**src/rtl/line_fill_mem.sv**
```systemverilog
// rtl/line_fill_mem.sv - backing-memory line-fill responder for the cache miss path
//
// Returns a full cache line as a burst of words, critical word first, a fixed
// number of edges after a fill request is accepted.
//
// Ports:
//   clk, rst_n                 clock (rising edge), asynchronous active-low reset
//   req_valid/req_ready        fill request handshake
//   req_addr                   byte address of the requested word
//   resp_valid/resp_ready      response beat handshake
//   resp_data                  line word carried by the current beat
//   resp_word                  word offset of resp_data within the line
//   resp_last                  final beat of the line
//   busy                       high whenever the block is not idle
//
// Optional feature (macro LINE_FILL_MEM_WRITE_EN):
//   req_we                     request is a line write instead of a fill
//   wr_valid/wr_ready          write beat handshake
//   wr_data                    write beat data, stored base+0, base+1, ...

module line_fill_mem #(
    parameter int ADDR_WIDTH      = 32,
    parameter int DATA_WIDTH      = 32,
    parameter int WORDS_PER_LINE  = 4,
    parameter int MEM_DEPTH_WORDS = 1024,
    parameter int READ_LATENCY    = 3
) (
    input  logic                              clk,
    input  logic                              rst_n,
    input  logic                              req_valid,
    output logic                              req_ready,
    input  logic [ADDR_WIDTH-1:0]             req_addr,
    output logic                              resp_valid,
    input  logic                              resp_ready,
    output logic [DATA_WIDTH-1:0]             resp_data,
    output logic [$clog2(WORDS_PER_LINE)-1:0] resp_word,
    output logic                              resp_last,
`ifdef LINE_FILL_MEM_WRITE_EN
    input  logic                              req_we,
    input  logic                              wr_valid,
    output logic                              wr_ready,
    input  logic [DATA_WIDTH-1:0]             wr_data,
`endif
    output logic                              busy
);

    localparam int OFF_W  = $clog2(WORDS_PER_LINE);
    localparam int IDX_W  = $clog2(MEM_DEPTH_WORDS);
    localparam int LINE_W = IDX_W - OFF_W;
    localparam int LAT_W  = (READ_LATENCY > 1) ? $clog2(READ_LATENCY) : 1;
    localparam logic [OFF_W-1:0] LAST_BEAT = OFF_W'(WORDS_PER_LINE - 1);

    typedef enum logic [1:0] {
        S_IDLE  = 2'd0,
        S_WAIT  = 2'd1,
        S_BURST = 2'd2
`ifdef LINE_FILL_MEM_WRITE_EN
        ,
        S_WRITE = 2'd3
`endif
    } state_t;

    state_t                state_q, state_d;
    logic [LAT_W-1:0]      lat_q, lat_d;
    logic [LINE_W-1:0]     line_q, line_d;
    logic [OFF_W-1:0]      off_q, off_d;
    logic [OFF_W-1:0]      beat_q, beat_d;
    logic [OFF_W-1:0]      word_q, word_d;
    logic [DATA_WIDTH-1:0] data_q, data_d;
    logic                  last_q, last_d;

    logic [IDX_W-1:0]      req_idx;
    logic [IDX_W-1:0]      rd_idx;
    logic [DATA_WIDTH-1:0] rd_data;
    logic [OFF_W-1:0]      nxt_word;
    logic [OFF_W-1:0]      nxt_beat;
    logic                  accept;
    logic                  beat_hs;
    logic                  lat_done;
    logic                  unused_addr;

    // Byte-lane bits and bits above the storage depth do not select a word.
    assign req_idx     = req_addr[IDX_W+1:2];
    assign unused_addr = ^req_addr;

    assign accept   = req_valid && req_ready;
    assign beat_hs  = resp_valid && resp_ready;
    assign lat_done = (lat_q == '0);
    assign nxt_word = word_q + OFF_W'(1);
    assign nxt_beat = beat_q + OFF_W'(1);

    // The first beat reads the critical word; later beats read the next word
    // of the line, wrapping inside the line through the narrow offset adder.
    assign rd_idx = {line_q, (state_q == S_BURST) ? nxt_word : off_q};

`ifdef LINE_FILL_MEM_WRITE_EN
    logic [OFF_W-1:0]      wcnt_q, wcnt_d;
    logic                  mem_we;
    logic [IDX_W-1:0]      mem_waddr;
    logic [DATA_WIDTH-1:0] mem_rd [MEM_DEPTH_WORDS];

    assign mem_we    = wr_valid && wr_ready;
    assign mem_waddr = {line_q, wcnt_q};

    // Storage is never reset; each word powers up holding its own index.
    for (genvar i = 0; i < MEM_DEPTH_WORDS; i++) begin : g_mem
        logic [DATA_WIDTH-1:0] cell_q = DATA_WIDTH'(i);

        always_ff @(posedge clk) begin
            if (mem_we && (mem_waddr == IDX_W'(i))) begin
                cell_q <= wr_data;
            end
        end

        assign mem_rd[i] = cell_q;
    end

    assign rd_data = mem_rd[rd_idx];
`else
    // Without the write path the contents are fixed: word i holds i.
    assign rd_data = DATA_WIDTH'(rd_idx);
`endif

    // State register.
    always_ff @(posedge clk or negedge rst_n) begin
        if (!rst_n) begin
            state_q <= S_IDLE;
        end else begin
            state_q <= state_d;
        end
    end

    // Next-state logic.
    always_comb begin
        state_d = state_q;
        case (state_q)
            S_IDLE: begin
                if (accept) begin
`ifdef LINE_FILL_MEM_WRITE_EN
                    state_d = req_we ? S_WRITE : S_WAIT;
`else
                    state_d = S_WAIT;
`endif
                end
            end
            S_WAIT: begin
                if (lat_done) begin
                    state_d = S_BURST;
                end
            end
            S_BURST: begin
                if (beat_hs && (beat_q == LAST_BEAT)) begin
                    state_d = S_IDLE;
                end
            end
`ifdef LINE_FILL_MEM_WRITE_EN
            S_WRITE: begin
                if (mem_we && (wcnt_q == LAST_BEAT)) begin
                    state_d = S_IDLE;
                end
            end
`endif
            default: state_d = S_IDLE;
        endcase
    end

    // Output logic. req_ready is gated by rst_n so it reads 0 during reset.
    always_comb begin
        req_ready  = rst_n && (state_q == S_IDLE);
        busy       = (state_q != S_IDLE);
        resp_valid = (state_q == S_BURST);
        resp_data  = data_q;
        resp_word  = word_q;
        resp_last  = last_q;
`ifdef LINE_FILL_MEM_WRITE_EN
        wr_ready   = (state_q == S_WRITE);
`endif
    end

    // Datapath next-state: request capture, latency count, beat registers.
    always_comb begin
        lat_d  = lat_q;
        line_d = line_q;
        off_d  = off_q;
        beat_d = beat_q;
        word_d = word_q;
        data_d = data_q;
        last_d = last_q;
        case (state_q)
            S_IDLE: begin
                if (accept) begin
                    // Counter expires on the edge that presents the first beat.
                    lat_d  = LAT_W'(READ_LATENCY - 1);
                    line_d = req_idx[IDX_W-1:OFF_W];
                    off_d  = req_idx[OFF_W-1:0];
                end
            end
            S_WAIT: begin
                if (lat_done) begin
                    data_d = rd_data;
                    word_d = off_q;
                    beat_d = '0;
                    last_d = 1'b0;
                end else begin
                    lat_d = lat_q - LAT_W'(1);
                end
            end
            S_BURST: begin
                if (beat_hs) begin
                    if (beat_q == LAST_BEAT) begin
                        last_d = 1'b0;
                    end else begin
                        data_d = rd_data;
                        word_d = nxt_word;
                        beat_d = nxt_beat;
                        last_d = (nxt_beat == LAST_BEAT);
                    end
                end
            end
            default: begin
            end
        endcase
    end

    always_ff @(posedge clk or negedge rst_n) begin
        if (!rst_n) begin
            lat_q  <= '0;
            line_q <= '0;
            off_q  <= '0;
            beat_q <= '0;
            word_q <= '0;
            data_q <= '0;
            last_q <= 1'b0;
        end else begin
            lat_q  <= lat_d;
            line_q <= line_d;
            off_q  <= off_d;
            beat_q <= beat_d;
            word_q <= word_d;
            data_q <= data_d;
            last_q <= last_d;
        end
    end

`ifdef LINE_FILL_MEM_WRITE_EN
    // Write beats always start at word 0 of the line, whatever the offset.
    always_comb begin
        wcnt_d = wcnt_q;
        if ((state_q == S_IDLE) && accept) begin
            wcnt_d = '0;
        end else if (mem_we) begin
            wcnt_d = wcnt_q + OFF_W'(1);
        end
    end

    always_ff @(posedge clk or negedge rst_n) begin
        if (!rst_n) begin
            wcnt_q <= '0;
        end else begin
            wcnt_q <= wcnt_d;
        end
    end
`endif

endmodule

```
**config.mk**
```make
export PLATFORM = sky130hd
export DESIGN_NAME = line_fill_mem
export DESIGN_NICKNAME = d
export VERILOG_FILES = /design/src/rtl/line_fill_mem.sv
export SDC_FILE = /design/constraint.sdc
export NUM_CORES = 1
export LEC_CHECK = 0
export CAP_MARGIN = 15
export CORE_ASPECT_RATIO = 2
export CORE_MARGIN = 4
export CORE_UTILIZATION = 27
export CTS_BUF_LIST = sky130_fd_sc_hd__clkbuf_8
export DETAILED_ROUTE_END_ITERATION = 10
export GPL_ROUTABILITY_DRIVEN = 1
export PLACE_DENSITY_LB_ADDON = 0.05
export REMOVE_ABC_BUFFERS = 1
export SLEW_MARGIN = 20
export SYNTH_ARGS = -nofsm -noshare
export SYNTH_HDL_FRONTEND = slang
export SYNTH_SLANG_ARGS = --single-unit
```
**constraint.sdc**
```tcl
create_clock -name clk -period 2 [get_ports clk]
set_input_delay 0.4 -clock clk [delete_from_list [all_inputs] [get_ports clk]]
set_output_delay 0.4 -clock clk [all_outputs]
set_load 0.005 [all_outputs]
```
# Word-level counts from Yosys, hierarchy flattened
# Cells that the tools add are included.
[op_classes]
add_sub_neg = 3
eq_ne = 10
muxes = 24
reduce_logical = 14
[op_table]
columns = ["op", "n"]
rows = [
  ["$mux W32", 3],
  ["$pmux W32 S2", 1],
  ["$mux W2", 12],
  ["$pmux W2 S2", 3],
  ["$reduce_and A3 Y1", 3],
  ["$ne A2 B2 Y1 const B", 4],
  ["$eq A2 B2 Y1 const B", 3],
  ["$pmux W2 S3", 1],
  ["$reduce_bool A2 Y1", 3],
  ["$add A2 B1 Y2 const B", 2],
  ["$logic_and A1 B1 Y1", 4],
  ["$logic_not A2 Y1", 2],
  ["$ne A2 B1 Y1 const B", 2],
  ["$reduce_and A4 Y1", 1],
  ["$mux W1", 3],
  ["$eq A2 B1 Y1 const B", 1],
  ["$pmux W1 S2", 1],
  ["$reduce_and A2 Y1", 1],
  ["$sub A2 B1 Y2 const B", 1],
]
[totals]
reg_bits = 51
in_bits = 36
output_inout_bits = 38
wordCells = 59

# Logic depth before layout (Yosys ltp)
[logic_depth]
word_depth = 5
depth_mapped = 6
ltp_nobuf = 5

# Worst setup path before layout
# No wires, ideal clock.
[synth_path]
path_kind = "register to register"
from = "reg lat_q[0]"
to = "reg beat_q[1]"
setup_ns = 0.125
arrival_time_ns = 1.259
required_time_ns = 1.875
setup_slack_ns = 0.616
stages_incl_launch_ff = 7
n_path_buf = 1
synth_period_minus_slack_ns = 1.384
cell_sequence = "dfrtp_1 > inv_1 > ha_1 > nand3b_1 > o21ai_2 > buf_6 > mux2_4"
[synth_via]
elab_chain_len = 3
[synth_lines]
columns = ["item", "line_no", "rtl"]
rows = [
  ["start: declaration", "64", "logic [LAT_W-1:0] lat_q, lat_d;"],
  ["start signal: assignment", "235", "lat_q <= lat_d;"],
  ["$logic_not A2 Y1", "88", "assign lat_done = (lat_q == '0);"],
  ["$ne A2 B2 Y1 (no line)", "-", ""],
  ["$reduce_and A4 Y1 (no line)", "-", ""],
  ["end signal: assignment", "238", "beat_q <= beat_d;"],
  ["end: declaration", "67", "logic [OFF_W-1:0] beat_q, beat_d;"],
]
# No other way between the ends.
# A chain may end at the register's enable or synchronous reset.

# Final worst setup path
[layout_path]
from = "reg state_q[0]"
to = "out resp_valid"
[layout_via]
elab_chain_len = 1
[layout_lines]
columns = ["item", "line_no", "rtl"]
rows = [
  ["start: declaration", "63", "state_t state_q, state_d;"],
  ["start signal: assignment", "129", "state_q <= state_d;"],
  ["$eq A2 B2 Y1", "171", "resp_valid = (state_q == S_BURST);"],
  ["end: declaration", "33", "output logic resp_valid,"],
]
# No other way between the ends.

==> flow_summary.yaml <==
run_status:
  outcome: "finished, final reports clean"
floorplanning:
  die_x_um: 59.60
  core-area_um2: 5139
  die_area_um2: 6627
  start_util: 0.2798
  rows: 37
  die_h_um: 111.2
  ios: 74
cts:
  clk_latency_ns: 0.27
  clock_path_buffers: 2
  cts_inserted_buffers: 3
  cts.sinks: 27
  cts_tree: "done"
  h-tree-depth: 1
  ctsRootBufferMaster: "clkbuf_8"
  path_clk_slew_ns: 0.09
logic_synthesis:
  synth_top_area_frac: 0.4700
  netlist_top_cells_area: "dfrtp_1 47%, mux2_4 18%, buf_4 13%"
  syn_area_um2: 1438
  synth-seq-cells: 27
  synth_seq_area_share: 0.4700
  syn-instance-count: 113
  avgSynthCellArea_um2: 12.72
  yosys.cell_types.count: 26
  yosysTopAreaCell: "dfrtp_1"
  yosys_warnings: 0
sta:
  period_share: 0.9385
  hold_ws_ns: 0.1414
  period_minus_slack_ns: 1.877
  setup_violations: 0
  hold_viol_final: 0
  setup_slack_ns: 0.1229
  finalMaxSlewViolations: 0
  rsz0062_at_grt: "no"
  tns_ns: 0
  finClkSkew_ns: 0.002383
  clock.fmax_ghz: 0.5327
grt:
  grt_max_degree: 16
  grt_pass1_vias: 950
  grt_overflow: 0
  grt_usage: 0.09168
  grt_first_pass_wirelength_mm: 4.712
  antenna_found_initial: 0
layout:
  fill_cells: 537
  final_cell_area_um2: 1802
  regArea_um2: 675.6
  final_cells: 207
  final_core_util: 0.3506
  layout.nets: 189
  syn_to_final_growth_pct: 25.33
  antenna_cells: 0
  drive_gt1_frac: 0.2416
  multi_input_area_um2: 621.8
detailed_routing:
  routed_wirelength_mm: 2.855
  ant_nets: 0
  via_per_inst: 4.140
  drt_iter0_markers: 6
  wire_per_inst_um: 13.79
  drc: 0
  vias: 857
  drtPass1Iterations: 2
setup_path:
  worst-r2r-setup-slack_ns: 0.34
  end_kind: "primary output"
  crit_arrival_ns: 1.48
  cp-start-kind: "flip-flop"
  worstSetupEndpoint: "resp_valid"
  r2r_cells: 6
  rr_endpoint: "resp_data[6]$_DFFE_PN0P_"
  path_class: "flip-flop to primary output"
  cp.required_ns: 1.60
  worstReg2RegStart: "state_q[0]$_DFFE_PN0P_"
  path_max_fanout: 4
  cp-startpoint: "state_q[0]$_DFFE_PN0P_"
placed_design:
  postPlaceCellArea_um2: 1742
  place_congestion: 0.6543
  dp_cells: 202
  dp_hpwl_mm: 2.202
  pre_cts_ws_ns: 0.03416
  portBuffers: 29
min_path:
  hold_class: "input port to async pin"
power:
  power_density_nw_per_um2: 1385
  finalPower_mw: 2.496
  ir_drop_mv: 0.8739
  leakagePower_nw: 0.8695
run:
  cap_violations: 0
## cell type report
cell class | count | share of cell area
flip-flops and latches | 27 | 0.3750
clock inverters | 1 | 0.002083
well taps | 58 | 0.04028
inverters | 5 | 0.01042
multi-input cells | 76 | 0.3451
repair buffers | 37 | 0.2042
clock buffers | 3 | 0.02292
## worst min-delay path by stage
stage | start | end | slack [ns] | depth (start not counted)
after global routing | rst_n | resp_data[4]$_DFFE_PN0P_ | 0.16 | 2
final | rst_n | line_q[1]$_DFFE_PN0P_ | 0.14 | 2
after CTS | lat_q[0]$_DFFE_PN0P_ | lat_q[0]$_DFFE_PN0P_ | 0.49 | 1
after global placement | lat_q[0]$_DFFE_PN0P_ | lat_q[0]$_DFFE_PN0P_ | 0.46 | 1
after floorplan | rst_n | beat_q[0]$_DFFE_PN0P_ | 0.10 | 0
after detailed placement | lat_q[0]$_DFFE_PN0P_ | lat_q[0]$_DFFE_PN0P_ | 0.47 | 1
## state kept, by name, indices dropped and copies added, names as in the netlist
| register | flops |
|---|---|
| resp_word | 1 |
| resp_data | 9 |
| off_q | 2 |
| resp_last | 1 |
| state_q | 2 |
| lat_q | 2 |
| line_q | 8 |
| beat_q | 2 |
## cells by family after synthesis
logic type	synth area share
simple gates	0.08442
other cells	0.002608
flops	0.4700
mux	0.2141
buf+inv	0.1540
compound gates	0.04873
fa+ha+maj	0.02611
## cells in the final DEF, fill, tap and decap left out
cell,n
o21ai_2,1
nand2_1,6
a2bb2oi_1,1
nand2b_1,1
and4bb_4,1
mux2_2,2
and4bb_2,1
buf_12,1
dlymetal6s2s_1,2
o22ai_1,2
or3b_1,1
o2bb2a_2,1
inv_1,6
a21oi_1,1
conb_1,22
mux2i_1,3
or2_2,1
nor2_1,3
o22a_1,1
dfrtp_1,27
ha_1,3
clkdlybuf4s50_1,27
clkbuf_8,3
nand3b_1,2
buf_4,7
and3b_1,1
nand2b_2,1
mux2_4,17
o21ai_1,3
and2b_1,1
## synthesized netlist by cell type
master / number
o22ai_1: 2
dfrtp_1: 27
and3b_1: 1
o22a_1: 1
mux2_2: 2
or2_2: 1
o21ai_2: 1
a2bb2oi_1: 1
conb_1: 1
nand2_1: 6
mux2i_1: 3
ha_1: 3
nand3b_1: 2
mux2_4: 17
a21oi_1: 1
and4bb_4: 1
and4bb_2: 1
o21ai_1: 3
buf_4: 24
inv_1: 5
and2b_1: 1
nand2b_1: 2
or3b_1: 1
o2bb2a_2: 1
buf_6: 2
nor2_1: 3
## worst max-delay path, stage by stage (launching register included)
cell and delay [ns]:
dfrtp_1 0.40, nand2b_2 0.22, inv_1 0.09, clkdlybuf4s50_1 0.50
## routing by layer
layer | vias to the layer above | global-route usage | part of all wire
met1 | 423 | 0.1066 | 0.39
li1 | 408 | - | -
met2 | 24 | 0.1600 | 0.56
met4 | 0 | 0.03994 | 0.011
met3 | 2 | 0.01166 | 0.048
met5 | - | 0 | 0
## power by group
group	leakage [nW]	total, mW	internal (mW)	switching, mW
Combinational	0.516	1.21	0.806	0.399
Sequential	0.326	0.987	0.816	0.171
Clock	0.0269	0.303	0.137	0.166
## timing repair
action,4_1_cts,5_1_grt
resized for setup,0,3
buffers inserted,0,1
endpoints found under the setup margin,0,2
hold buffers,0,0
Power figures use the tool's default switching activity.
